`config.mk`:
```
export PLATFORM = sky130hd
export DESIGN_NAME = layer_lut_seq_flat
export DESIGN_NICKNAME = d
export VERILOG_FILES = /design/src/rtl/layer_lut_seq_pkg.sv /design/src/rtl/layer_lut_seq_if.sv /design/src/rtl/layer_lut_bank.sv /design/src/rtl/layer_lut_seq.sv /design/src/flat_wrapper.sv
export SDC_FILE = /design/constraint.sdc
export NUM_CORES = 1
export LEC_CHECK = 0
export ABC_AREA = 1
export CELL_PAD_IN_SITES_DETAIL_PLACEMENT = 0
export CELL_PAD_IN_SITES_GLOBAL_PLACEMENT = 1
export CORE_AREA = 2 2 364 366
export DETAILED_ROUTE_END_ITERATION = 8
export DIE_AREA = 0 0 366 368
export PLACE_DENSITY = 0.73
export RECOVER_POWER = 100
export SYNTH_ARGS = -nofsm -noshare
export SYNTH_HDL_FRONTEND = slang
export SYNTH_SLANG_ARGS = --single-unit
```
`constraint.sdc`:
```
create_clock -name clk -period 5.2 [get_ports clk]
set_input_delay 0.52 -clock clk [delete_from_list [all_inputs] [get_ports clk]]
set_output_delay 0.52 -clock clk [all_outputs]
set_load 0.02 [all_outputs]
```
`src/rtl/layer_lut_seq_pkg.sv`:
```
// Shared definitions for the sequential LUT-layer evaluator.
// Holds the FSM state type, the configuration-select encodings, the default
// neuron fan-in and a small width helper used by every file of the block.
package layer_lut_seq_pkg;

  typedef enum logic [1:0] {
    IDLE = 2'd0,
    RUN  = 2'd1,
    DONE = 2'd2
  } state_e;

  localparam logic CFG_SEL_TT    = 1'b0;
  localparam logic CFG_SEL_FANIN = 1'b1;

  localparam int FANIN_DEF = 6;

  // Index width for a table of n entries; never narrower than one bit.
  function automatic int idx_w(input int n);
    return (n > 1) ? $clog2(n) : 1;
  endfunction

endpackage

```
`src/rtl/layer_lut_seq_if.sv`:
```
// Handshake and configuration bus of layer_lut_seq.
//   in_valid/in_ready/in_vec     : input vector handshake
//   out_valid/out_ready/out_vec  : result handshake
//   cfg_we/cfg_sel/cfg_neur/cfg_data/cfg_ready : configuration write port
// master = stimulus side, slave = the evaluator.
interface layer_lut_seq_if import layer_lut_seq_pkg::*; #(
  parameter int IN_W   = 16,
  parameter int N_NEUR = 16,
  parameter int FANIN  = FANIN_DEF
);

  localparam int TT_W = 2 ** FANIN;
  localparam int NW   = idx_w(N_NEUR);

  logic              in_valid;
  logic              in_ready;
  logic [IN_W-1:0]   in_vec;

  logic              out_valid;
  logic              out_ready;
  logic [N_NEUR-1:0] out_vec;

  logic              cfg_we;
  logic              cfg_sel;
  logic [NW-1:0]     cfg_neur;
  logic [TT_W-1:0]   cfg_data;
  logic              cfg_ready;

  modport master (
    output in_valid, in_vec, out_ready, cfg_we, cfg_sel, cfg_neur, cfg_data,
    input  in_ready, out_valid, out_vec, cfg_ready
  );

  modport slave (
    input  in_valid, in_vec, out_ready, cfg_we, cfg_sel, cfg_neur, cfg_data,
    output in_ready, out_valid, out_vec, cfg_ready
  );

endinterface

```
`src/rtl/layer_lut_bank.sv`:
```
// Truth-table and fan-in storage for all neurons plus the combinational
// lookup of one neuron against the registered input vector.
// Ports:
//   clk                         : write clock
//   cfg_wr/cfg_sel/cfg_neur/cfg_data : qualified configuration write
//   n                           : neuron being evaluated
//   vec                         : registered input vector
//   lut_bit                     : tt[n][address built from vec and fanin[n]]
// Storage is deliberately not reset so tables survive rst_n.
module layer_lut_bank import layer_lut_seq_pkg::*; #(
  parameter  int IN_W   = 16,
  parameter  int N_NEUR = 16,
  parameter  int FANIN  = FANIN_DEF,
  localparam int TT_W   = 2 ** FANIN,
  localparam int NW     = idx_w(N_NEUR),
  localparam int IDX_W  = idx_w(IN_W),
  localparam int FM_W   = FANIN * IDX_W
) (
  input  logic            clk,
  input  logic            cfg_wr,
  input  logic            cfg_sel,
  input  logic [NW-1:0]   cfg_neur,
  input  logic [TT_W-1:0] cfg_data,
  input  logic [NW-1:0]   n,
  input  logic [IN_W-1:0] vec,
  output logic            lut_bit
);

  (* rom_style = "distributed" *) logic [TT_W-1:0] tt_mem  [N_NEUR];
  (* rom_style = "distributed" *) logic [FM_W-1:0] fan_mem [N_NEUR];

  always_ff @(posedge clk) begin
    if (cfg_wr) begin
      if (cfg_sel == CFG_SEL_TT) tt_mem[cfg_neur]  <= cfg_data;
      else                       fan_mem[cfg_neur] <= cfg_data[FM_W-1:0];
    end
  end

  // The vector is zero-extended to the full index range so that any fan-in
  // index at or beyond IN_W naturally reads as 0.
  logic [2**IDX_W-1:0] vec_ext;
  logic [FM_W-1:0]     fmap;
  logic [FANIN-1:0]    addr;

  always_comb begin
    vec_ext           = '0;
    vec_ext[IN_W-1:0] = vec;
    fmap              = fan_mem[n];
    addr              = '0;
    for (int k = 0; k < FANIN; k++) begin
      addr[k] = vec_ext[fmap[k*IDX_W +: IDX_W]];
    end
    lut_bit = tt_mem[n][addr];
  end

endmodule

```
`src/rtl/layer_lut_seq.sv`:
```
// Sequential LUT-layer evaluator: accepts an IN_W-bit vector, evaluates
// N_NEUR lookup-table neurons one per cycle and presents the N_NEUR-bit
// result with a valid/ready handshake.
// Ports:
//   clk, rst_n (synchronous, active low)
//   bus      : layer_lut_seq_if.slave (input, result and config handshakes)
//   perf_cnt : completed-vector count
// Build option: LAYER_LUT_SEQ_PERF_EN enables perf_cnt; otherwise it is 0.
//
// state | meaning
// IDLE  | waiting; config writes accepted, cfg_we blocks vector acceptance
// RUN   | evaluating neuron n, one per cycle
// DONE  | result valid, held until out_ready
module layer_lut_seq import layer_lut_seq_pkg::*; #(
  parameter int IN_W   = 16,
  parameter int N_NEUR = 16,
  parameter int FANIN  = FANIN_DEF
) (
  input  logic        clk,
  input  logic        rst_n,
  layer_lut_seq_if.slave bus,
  output logic [31:0] perf_cnt
);

  localparam int NW = idx_w(N_NEUR);

  state_e            state_q, state_d;
  logic [NW-1:0]     n_q, n_d;
  logic [IN_W-1:0]   vec_q, vec_d;
  logic [N_NEUR-1:0] res_q, res_d;

  logic in_rdy;
  logic cfg_rdy;
  logic cfg_wr;
  logic lut_bit;

  layer_lut_bank #(
    .IN_W   (IN_W),
    .N_NEUR (N_NEUR),
    .FANIN  (FANIN)
  ) u_bank (
    .clk      (clk),
    .cfg_wr   (cfg_wr),
    .cfg_sel  (bus.cfg_sel),
    .cfg_neur (bus.cfg_neur),
    .cfg_data (bus.cfg_data),
    .n        (n_q),
    .vec      (vec_q),
    .lut_bit  (lut_bit)
  );

  always_comb begin
    state_d = state_q;
    n_d     = n_q;
    vec_d   = vec_q;
    res_d   = res_q;

    in_rdy  = ((state_q == IDLE) && !bus.cfg_we) ||
              ((state_q == DONE) && bus.out_ready);
    cfg_rdy = (state_q == IDLE);
    cfg_wr  = bus.cfg_we && cfg_rdy;

    case (state_q)
      IDLE: begin
        if (bus.in_valid && in_rdy) begin
          vec_d   = bus.in_vec;
          n_d     = '0;
          res_d   = '0;
          state_d = RUN;
        end
      end
      RUN: begin
        res_d[n_q] = lut_bit;
        if (n_q == NW'(N_NEUR - 1)) begin
          n_d     = '0;
          state_d = DONE;
        end else begin
          n_d = n_q + NW'(1);
        end
      end
      DONE: begin
        if (bus.out_ready) begin
          if (bus.in_valid) begin
            vec_d   = bus.in_vec;
            n_d     = '0;
            res_d   = '0;
            state_d = RUN;
          end else begin
            state_d = IDLE;
          end
        end
      end
      default: state_d = IDLE;
    endcase
  end

  always_ff @(posedge clk) begin
    if (!rst_n) begin
      state_q <= IDLE;
      n_q     <= '0;
      vec_q   <= '0;
      res_q   <= '0;
    end else begin
      state_q <= state_d;
      n_q     <= n_d;
      vec_q   <= vec_d;
      res_q   <= res_d;
    end
  end

  assign bus.in_ready  = in_rdy;
  assign bus.cfg_ready = cfg_rdy;
  assign bus.out_valid = (state_q == DONE);
  assign bus.out_vec   = res_q;

`ifdef LAYER_LUT_SEQ_PERF_EN
  logic [31:0] perf_q, perf_d;

  always_comb begin
    perf_d = perf_q;
    if ((state_q == DONE) && bus.out_ready) perf_d = perf_q + 32'd1;
  end

  always_ff @(posedge clk) begin
    if (!rst_n) perf_q <= '0;
    else        perf_q <= perf_d;
  end

  assign perf_cnt = perf_q;
`else
  assign perf_cnt = '0;
`endif

endmodule

```
`src/flat_wrapper.sv`:
```
// flat-port wrapper written by rule: the top's interface ports become plain ports
module layer_lut_seq_flat import layer_lut_seq_pkg::*;
#(
  parameter int IN_W   = 16,
  parameter int N_NEUR = 16,
  parameter int FANIN  = FANIN_DEF
)
  (clk, rst_n, perf_cnt, bus_in_valid, bus_in_vec, bus_out_ready, bus_cfg_we, bus_cfg_sel, bus_cfg_neur, bus_cfg_data, bus_in_ready, bus_out_valid, bus_out_vec, bus_cfg_ready);
  layer_lut_seq_if #(.IN_W(IN_W), .N_NEUR(N_NEUR), .FANIN(FANIN)) bus_i ();
  input  logic clk;
  input  logic rst_n;
  output logic [31:0] perf_cnt;
  input wire logic [$bits(bus_i.in_valid)-1:0] bus_in_valid;
  input wire logic [$bits(bus_i.in_vec)-1:0] bus_in_vec;
  input wire logic [$bits(bus_i.out_ready)-1:0] bus_out_ready;
  input wire logic [$bits(bus_i.cfg_we)-1:0] bus_cfg_we;
  input wire logic [$bits(bus_i.cfg_sel)-1:0] bus_cfg_sel;
  input wire logic [$bits(bus_i.cfg_neur)-1:0] bus_cfg_neur;
  input wire logic [$bits(bus_i.cfg_data)-1:0] bus_cfg_data;
  output wire logic [$bits(bus_i.in_ready)-1:0] bus_in_ready;
  output wire logic [$bits(bus_i.out_valid)-1:0] bus_out_valid;
  output wire logic [$bits(bus_i.out_vec)-1:0] bus_out_vec;
  output wire logic [$bits(bus_i.cfg_ready)-1:0] bus_cfg_ready;
  assign bus_i.in_valid = bus_in_valid;
  assign bus_i.in_vec = bus_in_vec;
  assign bus_i.out_ready = bus_out_ready;
  assign bus_i.cfg_we = bus_cfg_we;
  assign bus_i.cfg_sel = bus_cfg_sel;
  assign bus_i.cfg_neur = bus_cfg_neur;
  assign bus_i.cfg_data = bus_cfg_data;
  assign bus_in_ready = bus_i.in_ready;
  assign bus_out_valid = bus_i.out_valid;
  assign bus_out_vec = bus_i.out_vec;
  assign bus_cfg_ready = bus_i.cfg_ready;
  layer_lut_seq #(.IN_W(IN_W), .N_NEUR(N_NEUR), .FANIN(FANIN)) u_core (.clk(clk), .rst_n(rst_n), .bus(bus_i), .perf_cnt(perf_cnt));
endmodule
```
Word-level counts from Yosys, hierarchy flattened
Memories as Yosys holds them, arrays and structs flattened. A register that Yosys moved wholly into a read port is not among the register bits.
Index checks and enable logic that the tools add are counted.

storage, ports and cells
  bits in latches = 0
  memories kept = 2
  RAM bits = 1408
  memory bits (read-only) = 0
  word-level logic and storage cells = 81
  flip-flop bits (word level) = 38
  output and inout bits = 51

memory list
  memory                 depth  bits a word  read ports  clocked after memory_dff  write ports  RTL line              text
  u_core.u_bank.tt_mem   16     64           1           1                         1            layer_lut_bank.sv:29  (* rom_style = "distributed" *) logic [TT_W-1:0] tt_mem [N_NEUR];
  u_core.u_bank.fan_mem  16     24           1           1                         1            layer_lut_bank.sv:30  (* rom_style = "distributed" *) logic [FM_W-1:0] fan_mem [N_NEUR];

cells by class
  magnitude comparators = 9
  divide/modulo/power cells = 0
  add/sub/neg operators = 1
  reductions and logical operators = 13
  mux-type cells = 45
  shift operators = 0
  multiply operators = 0
  equality and inequality tests = 7
  bitwise operators = 0

operators by type and width
  cell                                                               number
  two-way mux 16 bit                                                 6
  case mux 16 bit (3 select lines)                                   1
  < comparator 4 x 5 -> 1 bit, second input constant                 7
  two-way mux 4 bit                                                  8
  case mux 16 bit (2 select lines)                                   1
  binary-select mux 1 bit (select 4 bit)                             6
  bitwise mux 16 bit                                                 1
  two-way mux 1 bit                                                  15
  case mux 4 bit (3 select lines)                                    1
  AND reduction 4 bit                                                2
  < comparator 6 x 7 -> 1 bit, second input constant                 1
  binary-select mux 1 bit (select 6 bit)                             1
  two-way mux 2 bit                                                  3
  case mux 2 bit (3 select lines)                                    1
  logical AND 1 bit                                                  5
  adder 4 x 1 -> 4 bit, second input constant                        1
  demux 1 bit (select 4 bit)                                         1
  equality test 4 bit, second input constant                         1
  greater-or-equal comparator 4 x 1 -> 1 bit, second input constant  1
  inequality test 2 x 1 -> 1 bit, second input constant              2
  inequality test 2 bit, second input constant                       2
  AND reduction 3 bit                                                1
  nonzero test 3 bit                                                 1
  equality test 2 x 1 -> 1 bit, second input constant                1
  other kinds (5)                                                    5

Logic depth before layout (Yosys ltp)
Gate-level depths: netlist (run 1).

  depth in word-level cells = 8
  depth in mapped cells = 23

By module
From an unflattened synthesis (run 1), not the netlist that was laid out.

unflattened totals
  cells, all modules = 4622
  area, all modules = 58896.5 um2

modules (own cells, without submodules)
  module          cells an instance  area an instance (um2)  times used
  layer_lut_bank  4338               56849.5                 1
  layer_lut_seq   284                2047.0                  1

Worst setup path after synthesis (run 1)
OpenSTA, ideal clock, no wires.

  kind = register to register
  start point = register u_core.state_q[0]
  end point = memory u_core.u_bank.tt_mem[0][0] (netlist name), enable pin
  slack = 821 ps
  setup time = 487 ps
  clock period less this slack = 4379 ps
  required time = 4713 ps
  cell stages (with the launch flop) = 5
  arrival time = 3892 ps
  path buffers = 1
  path through = dfxtp_1 > nor2_1 > nand3b_1 > clkbuf_1 > nor2_1

on the way
  longest elaborated chain between the ends = 4

ends and longest elaborated chain
  item                                     RTL line              text
  start, declared                          layer_lut_seq.sv:27   state_e state_q, state_d;
  start signal, assigned                   layer_lut_seq.sv:104  state_q <= state_d;
  zero test 2 bit                          layer_lut_seq.sv:60   cfg_rdy = (state_q == IDLE);
  via bus_cfg_ready                        flat_wrapper.sv:23    output wire logic [$bits(bus_i.cfg_ready)-1:0] bus_cfg_ready;
  logical AND 1 bit                        layer_lut_seq.sv:61   cfg_wr = bus.cfg_we && cfg_rdy;
  two-way mux 1 bit                        layer_lut_bank.sv:33  if (cfg_wr) begin
  two-way mux 1 bit (not written as such)  layer_lut_bank.sv:34  if (cfg_sel == CFG_SEL_TT) tt_mem[cfg_neur] <= cfg_data;
  end, declared                            layer_lut_bank.sv:29

The timed path passes the listed nets, and every way through them passes these cells.

Final worst setup path (run 1)
  start point = register u_core.state_q[0]
  end point = memory u_core.u_bank.tt_mem[2][29] (netlist name), enable pin

on the way
  longest elaborated chain between the ends = 4

ends and longest elaborated chain
  item                                     RTL line
  zero test 2 bit                          layer_lut_seq.sv:60
  logical AND 1 bit                        layer_lut_seq.sv:61
  two-way mux 1 bit                        layer_lut_bank.sv:33
  two-way mux 1 bit (not written as such)  layer_lut_bank.sv:34

No other way between the ends.

==> results of run 1 <==
[placed cells by master (no fill, tap or decap), types with 43 or more instances in the layout]
cell,n
o21ai_1,96
a21oi_1,591
edfxtp_1,1408
a221oi_1,249
clkinv_1,43
clkbuf_16,153
inv_1,55
nand3_1,342
nand2_1,999
clkbuf_1,59
o21ai_0,94
nor2_1,102
dlygate4sd3_1,84
[worst min path at each step]
stage / startpoint / endpoint / slack [ns]
after global routing: bus_in_vec[3] / u_core.vec_q[3]$_SDFFE_PN0P_ / 0.31
after global placement: u_core.bus.out_vec[15]$_SDFFE_PN0P_ / u_core.bus.out_vec[15]$_SDFFE_PN0P_ / 0.48
final: bus_in_vec[5] / u_core.vec_q[5]$_SDFFE_PN0P_ / 0.33
after CTS: bus_in_vec[3] / u_core.vec_q[3]$_SDFFE_PN0P_ / 0.28
after floorplan: u_core.n_q[0]$_SDFFE_PN0P_ / flip-flop / 0.49
after detailed placement: u_core.bus.out_vec[15]$_SDFFE_PN0P_ / u_core.bus.out_vec[15]$_SDFFE_PN0P_ / 0.48
[cell usage after synthesis (2+ instances only)]
cell type / n / area share (%)
nor2_1: 122 / 0.78
or3_1: 3 / 0.032
clkinv_1: 2 / 0.013
a221oi_1: 249 / 3.7
buf_2: 153 / 1.3
a21oi_4: 7 / 0.19
nor3_1: 5 / 0.043
a21oi_1: 588 / 5.0
inv_1: 56 / 0.36
o221ai_1: 8 / 0.12
nand3_1: 342 / 2.9
o211ai_1: 24 / 0.31
a32oi_1: 9 / 0.13
dfxtp_1: 42 / 1.4
o21ai_0: 94 / 0.80
a32o_1: 6 / 0.10
edfxtp_1: 1408 / 72
a221o_1: 6 / 0.10
inv_2: 11 / 0.070
buf_1: 19 / 0.12
ha_1: 4 / 0.085
a211oi_1: 8 / 0.10
a22o_1: 3 / 0.045
or2_2: 11 / 0.12
nand3b_1: 5 / 0.064
o22ai_1: 2 / 0.021
o22ai_2: 2 / 0.043
nand2_1: 999 / 6.4
buf_4: 73 / 0.94
buf_6: 22 / 0.42
clkbuf_1: 76 / 0.49
a311o_1: 3 / 0.051
a31oi_1: 9 / 0.096
nand2_2: 10 / 0.11
o211ai_2: 3 / 0.064
o21ai_1: 96 / 0.82
nand3_2: 10 / 0.17
[final cells by class]
cell class                      count  area, µm²  area share (%)
Sequential cell                  1450      43100            65.7
Multi-Input combinational cell   2668      13500            20.5
Clock buffer                      181       3940            6.01
Tap cell                         1755       2200            3.35
Timing Repair Buffer              198       1890            2.88
Clock inverter                     87        692            1.05
Inverter                           69        284           0.433
Antenna cell                        4       10.0          0.0153
[power breakdown]
part	internal (mW)	switching, mW
Sequential	12.9	0.0379
Combinational	0.371	1.06
Clock	5.84	4.42
Total	19.1	5.52
[layer usage]
layer	vias to the layer above	routed length, µm	part of all wire, %
li1	16900	-	-
met1	19000	69300	43
met2	1492	76700	48
met3	272	11600	7.2
met4	18	3830	2.4
met5	-	111	0.069
[worst max-delay path: cells and delay by family, from the launching register on]
kind	cells	cell delay, ns
buffers and inverters	2	1.33
flip-flops	1	0.34
AND/OR/NAND/NOR	3	2.55
[sequential cells by signal (all words and copies together) (netlist names), named ones only]
signal and cells:
u_core.u_bank.fan_mem 384, u_core.n_q 4, u_core.state_q 2, u_core.vec_q 16, u_core.bus.out_vec 16, u_core.u_bank.tt_mem 1024
[cell families (layout without fill, tap and decap cells)]
family | Yosys count | in the layout
buffers and inverters | 413 | 535
adders and majority gates | 4 | 4
DFF | 1450 | 1450
AOI/OAI and AO/OA | 1124 | 1124
other | 1 | 36
and+or+nand+nor | 1508 | 1508
[metrics by stage]
step	instances	utilization, %	total power, mW	instance area, µm²
after global placement	6140	46.9	14.6	61400
after CTS	6408	50.5	24.8	66000
after detailed placement	6140	46.9	14.6	61400
final	6412	50.2	24.6	65600
after global routing	6409	50.2	25.4	65600
after floorplan	4531	-	14.1	58700
==> flow_summary.json, run 1 <==
{
  "grt_pass1_wl_mm": 238,
  "cts_setup_buffers": 0,
  "worstSkewPairLatency_ns": 0.78,
  "slew_headroom_pct": -124,
  "rsz0062_at_grt": "false",
  "dieArea_mm2": 0.135,
  "syn_inst": 4500,
  "p_per_area_mw_per_mm2": 375,
  "synthAdderAreaFrac_pct": 0.0854,
  "synth_cell_types": 47,
  "drt-initial-drc-count": 4255,
  "path_max_fanout": 20,
  "fin_crit_ns": 4.63,
  "globalplace.congestion": 0.825,
  "grt_pass1_vias": 35900,
  "endpoint_kind": "flip-flop",
  "hold_path_class": "in2reg",
  "track_usage_pct": 23.6,
  "setup_tns_ns": 0,
  "cp-endpoint": "u_core.u_bank.tt_mem[2][29]$_DFFE_PP_",
  "ctsHoldBuffers": 0,
  "io_pins": 141,
  "slowest_stage": "nor2_1",
  "rrSetupSlack_ns": 0.57,
  "arrival_ns": 5.03,
  "synth_edf_count": 1408,
  "root_buffer": "clkbuf_16",
  "critPathKind": "reg2reg",
  "syn_area_per_cell_um2": 13.0,
  "wl_per_cell_um": 25.2,
  "synth-xor-area-share_pct": 0,
  "numPortBuffers": 108,
  "clk_pin_slew_worst_paths_ns": 0.06,
  "gr-total-overflow": 0,
  "cts_made_buffers": 149,
  "timing.rr.start": "u_core.state_q[0]$_SDFFE_PN0P_",
  "vias_per_cell": 5.87,
  "placementRows": 133,
  "dr.pass1.iters": 7,
  "grtUsageMet2_pct": 38.2,
  "async_reset_ff_share_pct": 0,
  "nFillCells": 11300,
  "outcome": "finished with violations",
  "grtUsageMet1_pct": 33.3,
  "ir_worst_vdd_v": 0.000300,
  "synth_top_family_by_area": "compound AO/OA/AOI/OAI gates",
  "cts.repair.resized": 0,
  "htree_levels": 4,
  "ys_warn_count": 0,
  "p_leak_nw": 21.8,
  "initial_core_util_pct": 44.8,
  "setup_viol": 0,
  "grt_max_degree": 189,
  "report.final.slew_viol_count": 1041,
  "start_kind": "flip-flop",
  "grt_use_met3_pct": 3.60,
  "synth_compound_area_share_pct": 11.9,
  "maxCapViolations": 37,
  "antenna_found_initial": 22,
  "post-place-ws_ns": 1.12,
  "cts.path.max_buffers": 3,
  "drt-total-wl_mm": 162,
  "layout_worst_path_cycle_share_pct": 89.1,
  "synthMuxAreaShare_pct": 0,
  "cp_common_cell": "nor2_1",
  "path_cells": "nor2_1, nand3b_1, clkbuf_1, nor2_1, clkbuf_2",
  "setup_slack_ns": 0.569,
  "r2r_end": "u_core.u_bank.tt_mem[2][29]$_DFFE_PP_",
  "yosys_most_used_dff": "edfxtp_1",
  "layout-drive-gt1-share_pct": 7.24,
  "whs_path_depth": 3,
  "violations": "max-capacitance violations, max-slew violations",
  "cts_tree": "built",
  "routed-via-count": 37700,
  "nNetsFinal": 4630,
  "crit_required_ns": 5.60,
  "rr_worst_depth": 5,
  "finalHoldViolCount": 0,
  "top_usage_layer": "met2",
  "syn_to_final_growth_pct": 12.0,
  "cp-startpoint": "u_core.state_q[0]$_SDFFE_PN0P_",
  "skew_ns": 0.0237,
  "antenna_left": 0,
  "ys_ff_latch": 1450,
  "max_freq_ghz": 0.216,
  "worst_hold_slack_ns": 0.328,
  "die_y_um": 368,
  "drc": 0,
  "synth_area_mm2": 0.0586,
  "yosys.area_share.simple_pct": 10.7,
  "die_w_um": 366,
  "clock_sinks": 1450,
  "critical_path.max_stage_delay_ns": 2.26,
  "ys_seq_area_share_pct": 73.6,
  "tightest_slew_ns": 3.34,
  "place_hpwl_mm": 82.4,
  "core-area_mm2": 0.131
}
Power figures use the tool's default switching activity.
==> run 2, diff against run 1 <==
Settings changed: ABC_AREA 1 to unset, CAP_MARGIN set to 20, CORE_AREA 2 2 364 366 to 2 2 363 365, DIE_AREA 0 0 366 368 to 0 0 365 367, PLACE_DENSITY 0.73 to 0.69.
==> flow_summary.json, run 2 <==
{
  "outcome": "finished with violations",
  "violations": "max-capacitance violations, max-slew violations",
  "wl_per_cell_um": 29.9,
  "nFillCells": 10200,
  "reg_top3": "u_core.u_bank.tt_mem (1024), u_core.u_bank.fan_mem (384)",
  "synth-xor-area-share_pct": 0.0151,
  "routed-via-count": 28400,
  "finalHoldViolCount": 0,
  "crit_family": "multiplexers",
  "largest-register": "u_core.u_bank.tt_mem",
  "tightest_slew_ns": 2.77,
  "holdPathEnd": "u_core.vec_q[10]$_SDFFE_PN0P_",
  "slew_headroom_pct": -84.8,
  "synth.most_common_cell": "edfxtp_1",
  "arrival_ns": 5.53,
  "fin_crit_ns": 4.87,
  "synthMuxAreaShare_pct": 18.3,
  "io_pins": 141,
  "grt_pass1_wl_mm": 206,
  "r2r_end": "u_core.bus.out_vec[14]$_SDFFE_PN0P_",
  "htree_levels": 4,
  "instances_no_fill": 4788,
  "max_freq_ghz": 0.205,
  "synth.largest_area_cell": "edfxtp_1",
  "place_area_mm2": 0.0617,
  "synthAdderAreaFrac_pct": 0.0861,
  "crit_buf_inv": 1,
  "synth_edf_count": 1408,
  "track_usage_pct": 21.5,
  "dr.pass1.iters": 5,
  "place_hpwl_mm": 80.4,
  "rrSetupSlack_ns": 0.33,
  "rsz0062_at_grt": "false",
  "clock_sinks": 1450,
  "core-area_mm2": 0.130,
  "cts_made_buffers": 148,
  "ys_warn_count": 0,
  "ctsHoldBuffers": 0,
  "synth_commonest_cells": "1408 x edfxtp_1, 405 x mux4_2, 87 x mux2i_1",
  "rr_worst_depth": 13,
  "ys_ff_latch": 1450,
  "worstSkewPairLatency_ns": 0.76,
  "final_cell_mix": "1408 x edfxtp_1, 405 x mux4_2, 154 x clkbuf_16",
  "report.final.slew_viol_count": 1184,
  "ir_worst_vdd_v": 0.000274,
  "setup_viol": 0,
  "gr-total-overflow": 0,
  "globalplace.congestion": 0.866,
  "synth_area_mm2": 0.0582,
  "hold_path_class": "in2reg",
  "nNetsFinal": 3000,
  "skew_ns": 0.0344,
  "cts.repair.resized": 0,
  "layout_worst_path_cycle_share_pct": 93.7,
  "drt-initial-drc-count": 3605,
  "endpoint_kind": "flip-flop",
  "synth.area.top_cells": "edfxtp_1 73%, mux4_2 16%, mux2i_1 1.5%",
  "design_area_mm2": 0.0662,
  "placementRows": 133,
  "yosys.area_share.simple_pct": 3.05,
  "yosys_most_used_dff": "edfxtp_1",
  "syn_to_final_growth_pct": 13.9,
  "hold_start": "bus_in_vec[10]",
  "whs_path_depth": 3,
  "antenna_found_initial": 23,
  "synth_compound_area_share_pct": 2.32,
  "layout-drive-gt1-share_pct": 25.1,
  "critPathKind": "reg2reg",
  "syn_area_per_cell_um2": 21.6,
  "dieArea_mm2": 0.134,
  "synth_top_area_share_pct": 72.7,
  "largest_register_ffs": 1024,
  "async_reset_ff_share_pct": 0,
  "path_cells": "buf_12, mux4_2, mux2i_4, mux2i_1, nor2_1, a2111oi_0, nor4_1, mux2_2, mux2i_1, mux4_2, nand3_2, nand2_2, o311ai_0",
  "die_w_um": 365,
  "die_y_um": 367,
  "numPortBuffers": 108,
  "initial_core_util_pct": 44.6,
  "synth_top_family_by_area": "multiplexers",
  "path_max_fanout": 38,
  "grt_max_degree": 147,
  "grt_pass1_vias": 29200,
  "slowest_stage": "dfxtp_4",
  "crit_required_ns": 5.85,
  "maxCapViolations": 39,
  "root_buffer": "clkbuf_16",
  "vias_per_cell": 5.94,
  "drt-total-wl_mm": 143,
  "synth_cell_types": 83,
  "setup_tns_ns": 0,
  "syn_inst": 2687,
  "cts_setup_buffers": 0,
  "critical_path.max_stage_delay_ns": 0.62,
  "placedCellCount": 4492,
  "antenna_left": 0,
  "p_per_area_mw_per_mm2": 379,
  "p_leak_nw": 20.1,
  "layout_commonest_cell": "edfxtp_1",
  "ys_seq_area_share_pct": 74.1,
  "cts_tree": "built",
  "cts.path.max_buffers": 3,
  "start_kind": "flip-flop",
  "drc": 0,
  "clk_pin_slew_worst_paths_ns": 0.06
}
-- run 2: cell types whose count changed after synthesis, sizes merged, moves of 26 or more --
cell / delta
o21ai: -170
nor2b: +26
nand4: +26
nand3: -312
clkbuf: -31
buf: -131
a221oi: -250
nor2: -46
inv: -60
a21oi: -583
nand2: -924
mux4: +416
mux2i: +93
-- run 2: kinds of logic (layout without fill, tap and decap cells) --
kind of cell | after synthesis | count (layout)
DFF | 1450 | 1450
muxes | 533 | 533
and+or+nand+nor | 340 | 340
buffers and inverters | 191 | 502
AOI/OAI and AO/OA | 167 | 167
adders and majority gates | 4 | 4
other | 1 | 36
xor gates and xnor gates | 1 | 1
-- run 2: power by group --
part	leakage (nW)	total, mW	internal [mW]	switching, mW
registers	13.0	13.0	12.9	0.0479
logic	4.60	1.14	0.449	0.693
clock network	2.48	11.0	6.52	4.48
total	20.1	25.1	19.9	5.22
-- run 2: layer usage --
layer  share of wire (%)  vias up  track usage, %
met4                 2.5       16            6.01
met3                 6.0      257            3.00
li1                    -    11800               -
met5               0.073        -               0
met2                  50     1117            35.9
met1                  41    15300            29.8
-- run 2: worst max-delay path by stage --
stage / startpoint / endpoint / slack, ns / cells past startpoint
6_report: flip-flop / u_core.bus.out_vec[14]$_SDFFE_PN0P_ / 0.33 / 13
5_1_grt: flip-flop / u_core.bus.out_vec[10]$_SDFFE_PN0P_ / 0.02 / 13
4_1_cts: flip-flop / u_core.bus.out_vec[12]$_SDFFE_PN0P_ / 0.21 / 13
3_5_place_dp: flip-flop / u_core.bus.out_vec[12]$_SDFFE_PN0P_ / 0.25 / 13
3_3_place_gp: flip-flop / u_core.bus.out_vec[0]$_SDFFE_PN0P_ / 0.41 / 13
2_1_floorplan: bus_cfg_neur[2] / u_core.u_bank.tt_mem[6][0]$_DFFE_PP_ / 0.72 / 4
-- run 2: metrics by stage --
step	util (%)	power, mW	hold WS, ns	setup WS (ns)
3_3_place_gp	47.2	14.3	0.520	0.408
2_1_floorplan	-	13.9	0.509	0.721
4_1_cts	51.2	25.3	0.313	0.214
5_1_grt	50.8	25.8	0.362	0.0213
6_report	50.8	25.1	0.344	0.325
3_5_place_dp	47.3	14.4	0.522	0.254
-- run 2: layout make-up --
class                   count  area (µm²)  area share, %
flip-flops and latches   1450       43100           65.1
multi-input cells        1077       14000           21.1
clock buffers             179        3950           5.96
well taps                1755        2200           3.32
repair buffers            220        1770           2.68
clock inverters            94        1150           1.73
inverters                   9        33.8         0.0510
diodes                      4        10.0         0.0151
-- run 2: tightest hold or removal path, stage by stage --
cell and delay (ns):
clkdlybuf4s50_1 0.40, nand2_1 0.06, a21boi_0 0.07
